--- config.mk ---
export PLATFORM = sky130hd
export DESIGN_NAME = prog_loader_flat
export DESIGN_NICKNAME = d
export VERILOG_FILES = /design/src/rtl/prog_loader_if.sv /design/src/rtl/prog_loader.sv /design/src/flat_wrapper.sv
export SDC_FILE = /design/constraint.sdc
export NUM_CORES = 1
export LEC_CHECK = 0
export ABC_AREA = 1
export ABC_CLOCK_PERIOD_IN_PS = 2370
export BUFFER_PORTS_ARGS = -buffer_cell sky130_fd_sc_hd__buf_2
export CAP_MARGIN = 40
export CORE_UTILIZATION = 35
export CTS_CLUSTER_SIZE = 40
export DETAILED_ROUTE_END_ITERATION = 8
export PLACE_DENSITY_LB_ADDON = 0.12
export SETUP_SLACK_MARGIN = 0.15
export SLEW_MARGIN = 20
export SYNTH_ARGS = -nofsm -noshare
export SYNTH_HDL_FRONTEND = slang
export SYNTH_SLANG_ARGS = --single-unit
--- constraint.sdc ---
create_clock -name clk -period 2.37 [get_ports clk]
set_input_delay 0.237 -clock clk [delete_from_list [all_inputs] [get_ports clk]]
set_output_delay 0.237 -clock clk [all_outputs]
set_load 0.01 [all_outputs]
--- src/rtl/prog_loader_if.sv ---
// Byte-serial loader bus: host byte link in, instruction-memory load port and status out.
// Combinational wiring only; no latency of its own.
// Backpressure is the byte_valid/byte_ready pair; the load port has no backpressure.
interface prog_loader_if;
   logic        start;
   logic        byte_valid;
   logic [7:0]  byte_data;
   logic        byte_ready;
   logic        load_en;
   logic [31:0] load_inst;
   logic [7:0]  word_count;
   logic        busy;
   logic        done;
   logic        timeout_err;
   logic        checksum_err;

   // Host / testbench side: offers bytes and observes the load port.
   modport master (
      output start, byte_valid, byte_data,
      input  byte_ready, load_en, load_inst, word_count, busy, done, timeout_err, checksum_err
   );

   // Loader side.
   modport slave (
      input  start, byte_valid, byte_data,
      output byte_ready, load_en, load_inst, word_count, busy, done, timeout_err, checksum_err
   );
endinterface

--- src/rtl/prog_loader.sv ---
// Program loader: packs a little-endian byte stream into 32-bit words and strobes them into imem.
// Latency: load_en one cycle after the 4th byte of a word; peak rate 4 bytes per 5 cycles.
// Backpressure: byte_ready drops during WRITE, IDLE and DONE; an idle gap of TIMEOUT_CYCLES aborts.
// Optional macro PROG_LOADER_CHECKSUM_EN adds a CHECK state that compares a trailing 32-bit sum.
module prog_loader #(
   parameter int NUM_WORDS      = 256,
   parameter int TIMEOUT_CYCLES = 1000000
) (
   input  logic          clk,
   input  logic          rst_n,
   prog_loader_if.slave  ld_if
);

   localparam int GW = $clog2(TIMEOUT_CYCLES + 1);

   typedef enum logic [2:0] {S_IDLE, S_RECV, S_WRITE, S_CHECK, S_DONE} state_t;

   state_t         state_q;
   logic [1:0]     idx_q;
   logic [23:0]    shreg_q;
   logic [GW-1:0]  gap_q;
   logic           byte_ready_q;
   logic           load_en_q;
   logic [31:0]    load_inst_q;
   logic [7:0]     word_count_q;
   logic           busy_q;
   logic           done_q;
   logic           timeout_err_q;
`ifdef PROG_LOADER_CHECKSUM_EN
   logic [31:0]    sum_q;
   logic           checksum_err_q;
`endif

   logic           accept_d;
   logic [31:0]    word_d;
   logic           last_word_d;
   logic           gap_hit_d;

   // Handshake, the word completed by the current byte, and the end/timeout conditions.
   always_comb begin
      accept_d    = ld_if.byte_valid & byte_ready_q;
      word_d      = {ld_if.byte_data, shreg_q};
      last_word_d = (({1'b0, word_count_q} + 9'd1) == 9'(NUM_WORDS));
      gap_hit_d   = (gap_q == GW'(TIMEOUT_CYCLES - 1));
   end

   // Load FSM with all outputs registered.
   always_ff @(posedge clk or negedge rst_n) begin
      if (!rst_n) begin
         state_q        <= S_IDLE;
         idx_q          <= '0;
         shreg_q        <= '0;
         gap_q          <= '0;
         byte_ready_q   <= 1'b0;
         load_en_q      <= 1'b0;
         load_inst_q    <= '0;
         word_count_q   <= '0;
         busy_q         <= 1'b0;
         done_q         <= 1'b0;
         timeout_err_q  <= 1'b0;
`ifdef PROG_LOADER_CHECKSUM_EN
         sum_q          <= '0;
         checksum_err_q <= 1'b0;
`endif
      end else begin
         load_en_q <= 1'b0;
         case (state_q)
            S_IDLE, S_DONE: begin
               if (ld_if.start) begin
                  state_q        <= S_RECV;
                  word_count_q   <= '0;
                  idx_q          <= '0;
                  gap_q          <= '0;
                  timeout_err_q  <= 1'b0;
                  byte_ready_q   <= 1'b1;
                  busy_q         <= 1'b1;
                  done_q         <= 1'b0;
`ifdef PROG_LOADER_CHECKSUM_EN
                  sum_q          <= '0;
                  checksum_err_q <= 1'b0;
`endif
               end
            end

`ifdef PROG_LOADER_CHECKSUM_EN
            S_RECV, S_CHECK: begin
`else
            S_RECV: begin
`endif
               if (accept_d) begin
                  gap_q <= '0;
                  if (idx_q == 2'd3) begin
                     idx_q        <= '0;
                     byte_ready_q <= 1'b0;
`ifdef PROG_LOADER_CHECKSUM_EN
                     if (state_q == S_CHECK) begin
                        // Trailing checksum word: compare only, never written to imem.
                        if (word_d != sum_q) checksum_err_q <= 1'b1;
                        state_q <= S_DONE;
                        busy_q  <= 1'b0;
                        done_q  <= 1'b1;
                     end else begin
                        load_inst_q <= word_d;
                        load_en_q   <= 1'b1;
                        state_q     <= S_WRITE;
                     end
`else
                     load_inst_q <= word_d;
                     load_en_q   <= 1'b1;
                     state_q     <= S_WRITE;
`endif
                  end else begin
                     shreg_q[{idx_q, 3'b000} +: 8] <= ld_if.byte_data;
                     idx_q <= idx_q + 2'd1;
                  end
               end else if (gap_hit_d) begin
                  // Abort on a stalled link; words already written stay written.
                  timeout_err_q <= 1'b1;
                  state_q       <= S_IDLE;
                  byte_ready_q  <= 1'b0;
                  busy_q        <= 1'b0;
                  idx_q         <= '0;
                  gap_q         <= '0;
               end else begin
                  gap_q <= gap_q + GW'(1);
               end
            end

            S_WRITE: begin
               word_count_q <= word_count_q + 8'd1;
               gap_q        <= '0;
`ifdef PROG_LOADER_CHECKSUM_EN
               sum_q        <= sum_q + load_inst_q;
`endif
               if (last_word_d) begin
`ifdef PROG_LOADER_CHECKSUM_EN
                  state_q      <= S_CHECK;
                  byte_ready_q <= 1'b1;
`else
                  state_q      <= S_DONE;
                  busy_q       <= 1'b0;
                  done_q       <= 1'b1;
`endif
               end else begin
                  state_q      <= S_RECV;
                  byte_ready_q <= 1'b1;
               end
            end

            default: begin
               state_q      <= S_IDLE;
               byte_ready_q <= 1'b0;
               busy_q       <= 1'b0;
            end
         endcase
      end
   end

   assign ld_if.byte_ready   = byte_ready_q;
   assign ld_if.load_en      = load_en_q;
   assign ld_if.load_inst    = load_inst_q;
   assign ld_if.word_count   = word_count_q;
   assign ld_if.busy         = busy_q;
   assign ld_if.done         = done_q;
   assign ld_if.timeout_err  = timeout_err_q;
`ifdef PROG_LOADER_CHECKSUM_EN
   assign ld_if.checksum_err = checksum_err_q;
`else
   assign ld_if.checksum_err = 1'b0;
`endif

endmodule
--- src/flat_wrapper.sv ---
// flat-port wrapper written by rule: the top's interface ports become plain ports
module prog_loader_flat 
#(
   parameter int NUM_WORDS      = 256,
   parameter int TIMEOUT_CYCLES = 1000000
)
  (clk, rst_n, ld_if_start, ld_if_byte_valid, ld_if_byte_data, ld_if_byte_ready, ld_if_load_en, ld_if_load_inst, ld_if_word_count, ld_if_busy, ld_if_done, ld_if_timeout_err, ld_if_checksum_err);
  prog_loader_if ld_if_i ();
  input  logic clk;
  input  logic rst_n;
  input wire logic [$bits(ld_if_i.start)-1:0] ld_if_start;
  input wire logic [$bits(ld_if_i.byte_valid)-1:0] ld_if_byte_valid;
  input wire logic [$bits(ld_if_i.byte_data)-1:0] ld_if_byte_data;
  output wire logic [$bits(ld_if_i.byte_ready)-1:0] ld_if_byte_ready;
  output wire logic [$bits(ld_if_i.load_en)-1:0] ld_if_load_en;
  output wire logic [$bits(ld_if_i.load_inst)-1:0] ld_if_load_inst;
  output wire logic [$bits(ld_if_i.word_count)-1:0] ld_if_word_count;
  output wire logic [$bits(ld_if_i.busy)-1:0] ld_if_busy;
  output wire logic [$bits(ld_if_i.done)-1:0] ld_if_done;
  output wire logic [$bits(ld_if_i.timeout_err)-1:0] ld_if_timeout_err;
  output wire logic [$bits(ld_if_i.checksum_err)-1:0] ld_if_checksum_err;
  assign ld_if_i.start = ld_if_start;
  assign ld_if_i.byte_valid = ld_if_byte_valid;
  assign ld_if_i.byte_data = ld_if_byte_data;
  assign ld_if_byte_ready = ld_if_i.byte_ready;
  assign ld_if_load_en = ld_if_i.load_en;
  assign ld_if_load_inst = ld_if_i.load_inst;
  assign ld_if_word_count = ld_if_i.word_count;
  assign ld_if_busy = ld_if_i.busy;
  assign ld_if_done = ld_if_i.done;
  assign ld_if_timeout_err = ld_if_i.timeout_err;
  assign ld_if_checksum_err = ld_if_i.checksum_err;
  prog_loader #(.NUM_WORDS(NUM_WORDS), .TIMEOUT_CYCLES(TIMEOUT_CYCLES)) u_core (.clk(clk), .rst_n(rst_n), .ld_if(ld_if_i));
endmodule
[After elaboration in Yosys (flattened, before gate mapping)]
Cells that the tools add are included.
Operators by class
  add/sub/neg operators: 5
  eq/ne operators: 13
  shifts and indexed selects: 2
  multiplexer cells: 36
  bitwise gates (word level): 2
  reductions and logical operators: 15
Operators by type and width (count)
  $mux W20: 3
  $pmux W20 S3: 1
  $bwmux W24: 1
  $shift A8 B7 Y24 const A: 1
  $shiftx A8 B7 Y24: 1
  $add A20 B1 Y20 const B: 1
  $eq A20 B20 Y1 const B: 1
  $pmux W8 S2: 1
  $mux W3: 5
  $reduce_and A3 Y1: 5
  $mux W1: 14
  $reduce_and A4 Y1: 3
  $add A8 B1 Y9 const B: 1
  $eq A9 B9 Y1 const B: 1
  $pmux W3 S3: 1
  $add A8 B1 Y8 const B: 1
  $mux W2: 4
  $mux W8: 1
  $neg A5 Y7: 1
  $ne A2 B2 Y1 const B: 3
  $pmux W1 S3: 2
  $ne A2 B1 Y1 const B: 2
  $pmux W1 S2: 2
  $pmux W2 S2: 1
  14 further kinds: 16
Storage, ports and cells
  bits in registers: 94
  logic and storage cells: 84

[Longest topological paths before layout]
  word-level depth: 4
  depth in mapped cells: 11
  mapped depth without buffers: 11

[Least setup slack after synthesis]
OpenSTA, ideal clock, no wires.
  kind: flip-flop to flip-flop
  start point: register u_core.idx_q[0]
  end point: register u_core.shreg_q[0]
  library setup time: 0.083 ns
  data arrival time: 1.557 ns
  path slack: 0.731 ns
  cell stages (with the launch flop): 6
  buffers on the path: 0
  clock period less this slack: 1.639 ns
  path through: dfrtp_1 > inv_1 > ha_1 > nor3_1 > nand3_1 > o21ai_0
On the way
  cells in the longest elaborated chain, start to end: 3
Ends and longest elaborated chain
  start, declared: line prog_loader.sv:19  | logic [1:0] idx_q;
  start signal, assigned: line prog_loader.sv:114  | idx_q <= idx_q + 2'd1;
  $neg A5 Y7 or $eq A2 B2 Y1 (tied branches): line prog_loader.sv:113, prog_loader.sv:92
  $shiftx A8 B7 Y24, or another cell as far along: line prog_loader.sv:113  | shreg_q[{idx_q, 3'b000} +: 8] <= ld_if.byte_data;
  $bwmux W24 or $reduce_and A3 Y1 (tied branches)
  end signal, assigned by index: line prog_loader.sv:113
  end, declared: line prog_loader.sv:20  | logic [23:0] shreg_q;
Several ways; a longest one is shown, not always the timed one.
A chain may end at the register's enable or synchronous reset.

[Worst setup path after layout]
  start point: register u_core.idx_q[0]
  end point: register u_core.load_inst_q[20], in the netlist u_core.ld_if.load_inst[20]
On the way
  cells in the longest elaborated chain, start to end: 2
Ends and longest elaborated chain
  $eq A2 B2 Y1: line prog_loader.sv:92  | if (idx_q == 2'd3) begin
  $reduce_and A3 Y1 (no source line)
  end signal, assigned: line prog_loader.sv:108  | load_inst_q <= word_d;
  end, declared: line prog_loader.sv:24  | logic [31:0] load_inst_q;
No other way between the ends.

==> impl_summary.md <==
GRT
The first global-routing pass estimated around 17 mm of wire. Entering global routing, the biggest net connects 44 pins. The number of global-route vias before repair is 3370.

For this run, the total global-route usage over all layers was measured as 0.165. The total overflow left after global routing is 0. The number of antenna violations at the first check in global routing is 0.

Critical path
The largest fanout on the critical path is between 40 and 50. The combined buffer and inverter count along the critical path is 3. The kind of critical path is flip-flop to flip-flop.

The worst setup path is launched from a flip-flop. The required arrival time at the worst endpoint is ~2700 ps. The worst setup path is captured at a flip-flop. The critical path goes through ha_1 > inv_1 > nor2_8 > inv_2 > buf_12 > nand2_1 > o21ai_1. The cell with the largest stage delay on the worst path is sky130_fd_sc_hd__dfrtp_1. On the worst path, the slowest cell contributes a delay of 460 ps. In this run the worst setup path begins at u_core.idx_q[0]. The startpoint of the worst register-to-register path is u_core.idx_q[0]. The data arrival time at the worst-slack endpoint is roughly 2000 ps. The top cell family by delay on the critical path is buffers and inverters.

Place
The count of input and output buffers is between 50 and 60. At the end of routability-driven placement, the weighted congestion stood at 0.785. Detailed placement finished with a half-perimeter wire length of ~6.9 mm. The instance area at placement is 4870 um2.

STA
In this run the tightest slew margin relative to its limit is 0.609. The final clock period utilization by the worst path is 0.747. The final count of hold timing violations was 0. Setup violations remaining at the end of the flow were counted as 0. Between clock sinks in the finished design, the worst skew comes to 6.94 ps.

Setup repair after global routing left no endpoint under its margin. The slew at the pin closest to its max-slew limit is 586 ps. The max-slew violation count is 0. Setup total negative slack on the finished layout was measured at 0 ps. Subtracting the final worst setup slack from the clock period gives around 1800 ps. For this run, the top clock speed supported by timing is ~560 MHz.

Die
The die is between 100 and 150 um tall. During I/O placement, the number of pins put on the boundary was 58. The initial utilization of the core area, before any placement, comes to 0.363. The floorplan step set the die width to 114 um. The die area is 13000 um2. The region available for standard cell placement spans between 10000 and 15000 um2. The floorplan has 40 rows.

Min path
The startpoint of the lowest-slack hold path is ld_if_byte_data[2]. The worst hold path belongs to the class input pin to flip-flop.

Final layout
The count of inserted antenna diode cells is 0. The total number of nets in the final design is 598. The area growth from synthesis to layout is 18.4%. At the end of the flow the core is filled with cells to 0.429. The area of all placed cells without fillers is 5200 um2.

In the final layout, the share of cells above drive strength 1 is 0.168. Counting the fill cells in the layout gives between 1k and 1.5k.

CTS
TritonCTS created 9 clock buffers. The root buffer cell chosen for the clock tree is sky130_fd_sc_hd__clkbuf_16. The clock passes through at most 2 buffers. At the later pin of the worst-skew pair, clock insertion delay measures 350 ps. The number of gates resized after cts is 0. The number of levels in the clock H-tree is 3. TritonCTS built the clock tree.

Counting every sink on the clock net gives 94. After clock tree synthesis, the clock-pin slew on the worst setup and hold paths is 70 ps.

Synthesis
For this run, the register share of the synthesized area comes to 0.535. The Yosys step of the flow raised 0 warnings. Yosys mapped the design onto 33 distinct sky130hd cell types. The most used standard cell by instance count after synthesis is sky130_fd_sc_hd__nand2_1. In this run the mean area of a mapped cell was 8.48 um2. After synthesis the cells add up to around 4400 um2. In the synthesized netlist the dominant register cell turns out to be sky130_fd_sc_hd__dfrtp_1. By area the synthesized netlist is led by sky130_fd_sc_hd__dfrtp_1, sky130_fd_sc_hd__nand2_1, sky130_fd_sc_hd__inv_1. The register bit total from synthesis is 94. The number of nets in the synthesized netlist is approximately 540. Summed over all instances, the cell type with the most area after synthesis is sky130_fd_sc_hd__dfrtp_1. The commonest cells after synthesis are sky130_fd_sc_hd__nand2_1, sky130_fd_sc_hd__dfrtp_1, sky130_fd_sc_hd__inv_1, sky130_fd_sc_hd__nor2_1, sky130_fd_sc_hd__o21ai_0. Of the post-synthesis cell area, the dominant cell type holds 0.535. Counting every instance in the synthesized netlist gives roughly 520.

Yosys mapped a number of flops with a built-in enable equal to 0. Counting flops with an async set or reset pin after synthesis yields a share of 1.00.

Route
The iteration count of the initial detailed-routing pass is 4. The number of nets with antenna violations after routing is 0. For this run, design rule violations remaining after detail routing come to 0. Across all layers, the routed design uses 3473 vias. In the final routed layout, each cell accounts on average for 12.9 um.

The total length of routed wires is just under 10 mm. Dividing the detail-routed via count by the number of cells gives about 4.6. The initial DRC count is 161.

Pwr
For this design the static power due to leakage is around 2.7 nW. Power spread over the standard cell area amounts to 1000 nW/um2. The proportion of power drawn by flip-flops and latches is 0.421.

The share of total power dissipated in combinational logic is 0.283. The worst-case IR drop observed on VDD is 0.000539 V. The cell-internal power is between 3 and 4 mW. The total net switching power is ~1.8 mW. Of the total power, the share spent switching nets is 0.349. The clock power share is 0.296.

Status
The run finished with clean final reports.

Run
The max-capacitance violation count is 0.
## logic make-up (layout without fill, tap and decap cells)
logic type      count (synthesis)  in the layout  synth area share
simple gates                  241            241             0.246
flops                          94             94             0.535
buf+inv                        86            151            0.0792
compound gates                 80             80            0.0994
fa+ha+maj                       8              8            0.0228
xor+xnor                        8              8            0.0160
other cells                     1              1          0.000854
## metal layers
layer / global-route usage / routed length (um) / vias to the layer above
li1: - / - / 1770
met1: 0.223 / 4810 / 1613
met2: 0.254 / 4350 / 77
met3: 0.0345 / 359 / 13
met4: 0.0788 / 196 / 0
met5: 0 / 0 / -
## metrics by stage
stage / hold WS [ps] / total power [mW] / instances / worst slack (ps)
floorplan: -58.6 / 3.19 / 518 / 731
global placement: 268 / 3.67 / 733 / 448
detailed placement: 277 / 3.70 / 733 / 394
CTS: 134 / 5.27 / 750 / 346
global route: 143 / 5.62 / 751 / 397
finish: 141 / 5.22 / 751 / 600
## worst reg2reg max path, cell delays in order (launching register included)
cell,delay (ps)
sky130_fd_sc_hd__dfrtp_1,460
sky130_fd_sc_hd__ha_1,230
sky130_fd_sc_hd__inv_1,210
sky130_fd_sc_hd__nor2_8,100
sky130_fd_sc_hd__inv_2,270
sky130_fd_sc_hd__buf_12,250
sky130_fd_sc_hd__nand2_1,110
sky130_fd_sc_hd__o21ai_1,80
## registers in the layout, indices dropped and copies added, names as in the netlist
signal	cells
u_core.ld_if.load_inst	32
u_core.shreg_q	24
u_core.gap_q	20
u_core.ld_if.word_count	8
u_core.state_q	3
u_core.idx_q	2
u_core.ld_if.busy	1
u_core.ld_if.byte_ready	1
u_core.ld_if.done	1
u_core.ld_if.load_en	1
u_core.ld_if.timeout_err	1
## path summary, 6_finish.rpt
path                                                    to  slack (ps)  depth (start not counted)
worst min-delay path                     u_core.shreg_q[2]         140                          3
worst min register to register  u_core.ld_if.load_inst[27]         470                          2
worst max register to register  u_core.ld_if.load_inst[20]         600                          7
worst max-delay path            u_core.ld_if.load_inst[20]         600                          7
min in group asynchronous       u_core.ld_if.word_count[3]         430                          2
max in group asynchronous                 u_core.gap_q[10]        1290                          3
## final cells by class
class                           count  area [um2]  area share
Sequential cell                    94        2350       0.452
Timing Repair Buffer               62         353      0.0678
Tap cell                          168         210      0.0404
Clock buffer                       12         267      0.0512
Multi-Input combinational cell    338        1690       0.325
Inverter                           73         274      0.0527
Clock inverter                      4        52.6      0.0101
## repair_timing
item	4_1_cts	5_1_grt
hold buffers	1	0
endpoints found under the hold margin	41	0
setup buffers	0	0
## cell usage in the layout, fill, tap and decap left out, types with 6 or more instances in the layout
master,count
sky130_fd_sc_hd__nand2_1,120
sky130_fd_sc_hd__dfrtp_1,94
sky130_fd_sc_hd__inv_1,69
sky130_fd_sc_hd__buf_2,56
sky130_fd_sc_hd__nor2_1,55
sky130_fd_sc_hd__o21ai_0,41
sky130_fd_sc_hd__nand3_1,31
sky130_fd_sc_hd__o21ai_1,22
sky130_fd_sc_hd__nand4_1,17
sky130_fd_sc_hd__clkbuf_16,9
sky130_fd_sc_hd__xor2_1,8
sky130_fd_sc_hd__ha_1,8
sky130_fd_sc_hd__a21oi_1,6
## power by group through the flow
stage	clock, mW	sequential, mW	combinational (mW)
after floorplan	0	2.28	0.903
after global placement	0	2.22	1.45
after detailed placement	0	2.23	1.47
after CTS	1.59	2.20	1.48
after global routing	1.66	2.25	1.71
final	1.54	2.20	1.48
No activity file was read; power rests on OpenSTA's default activity.
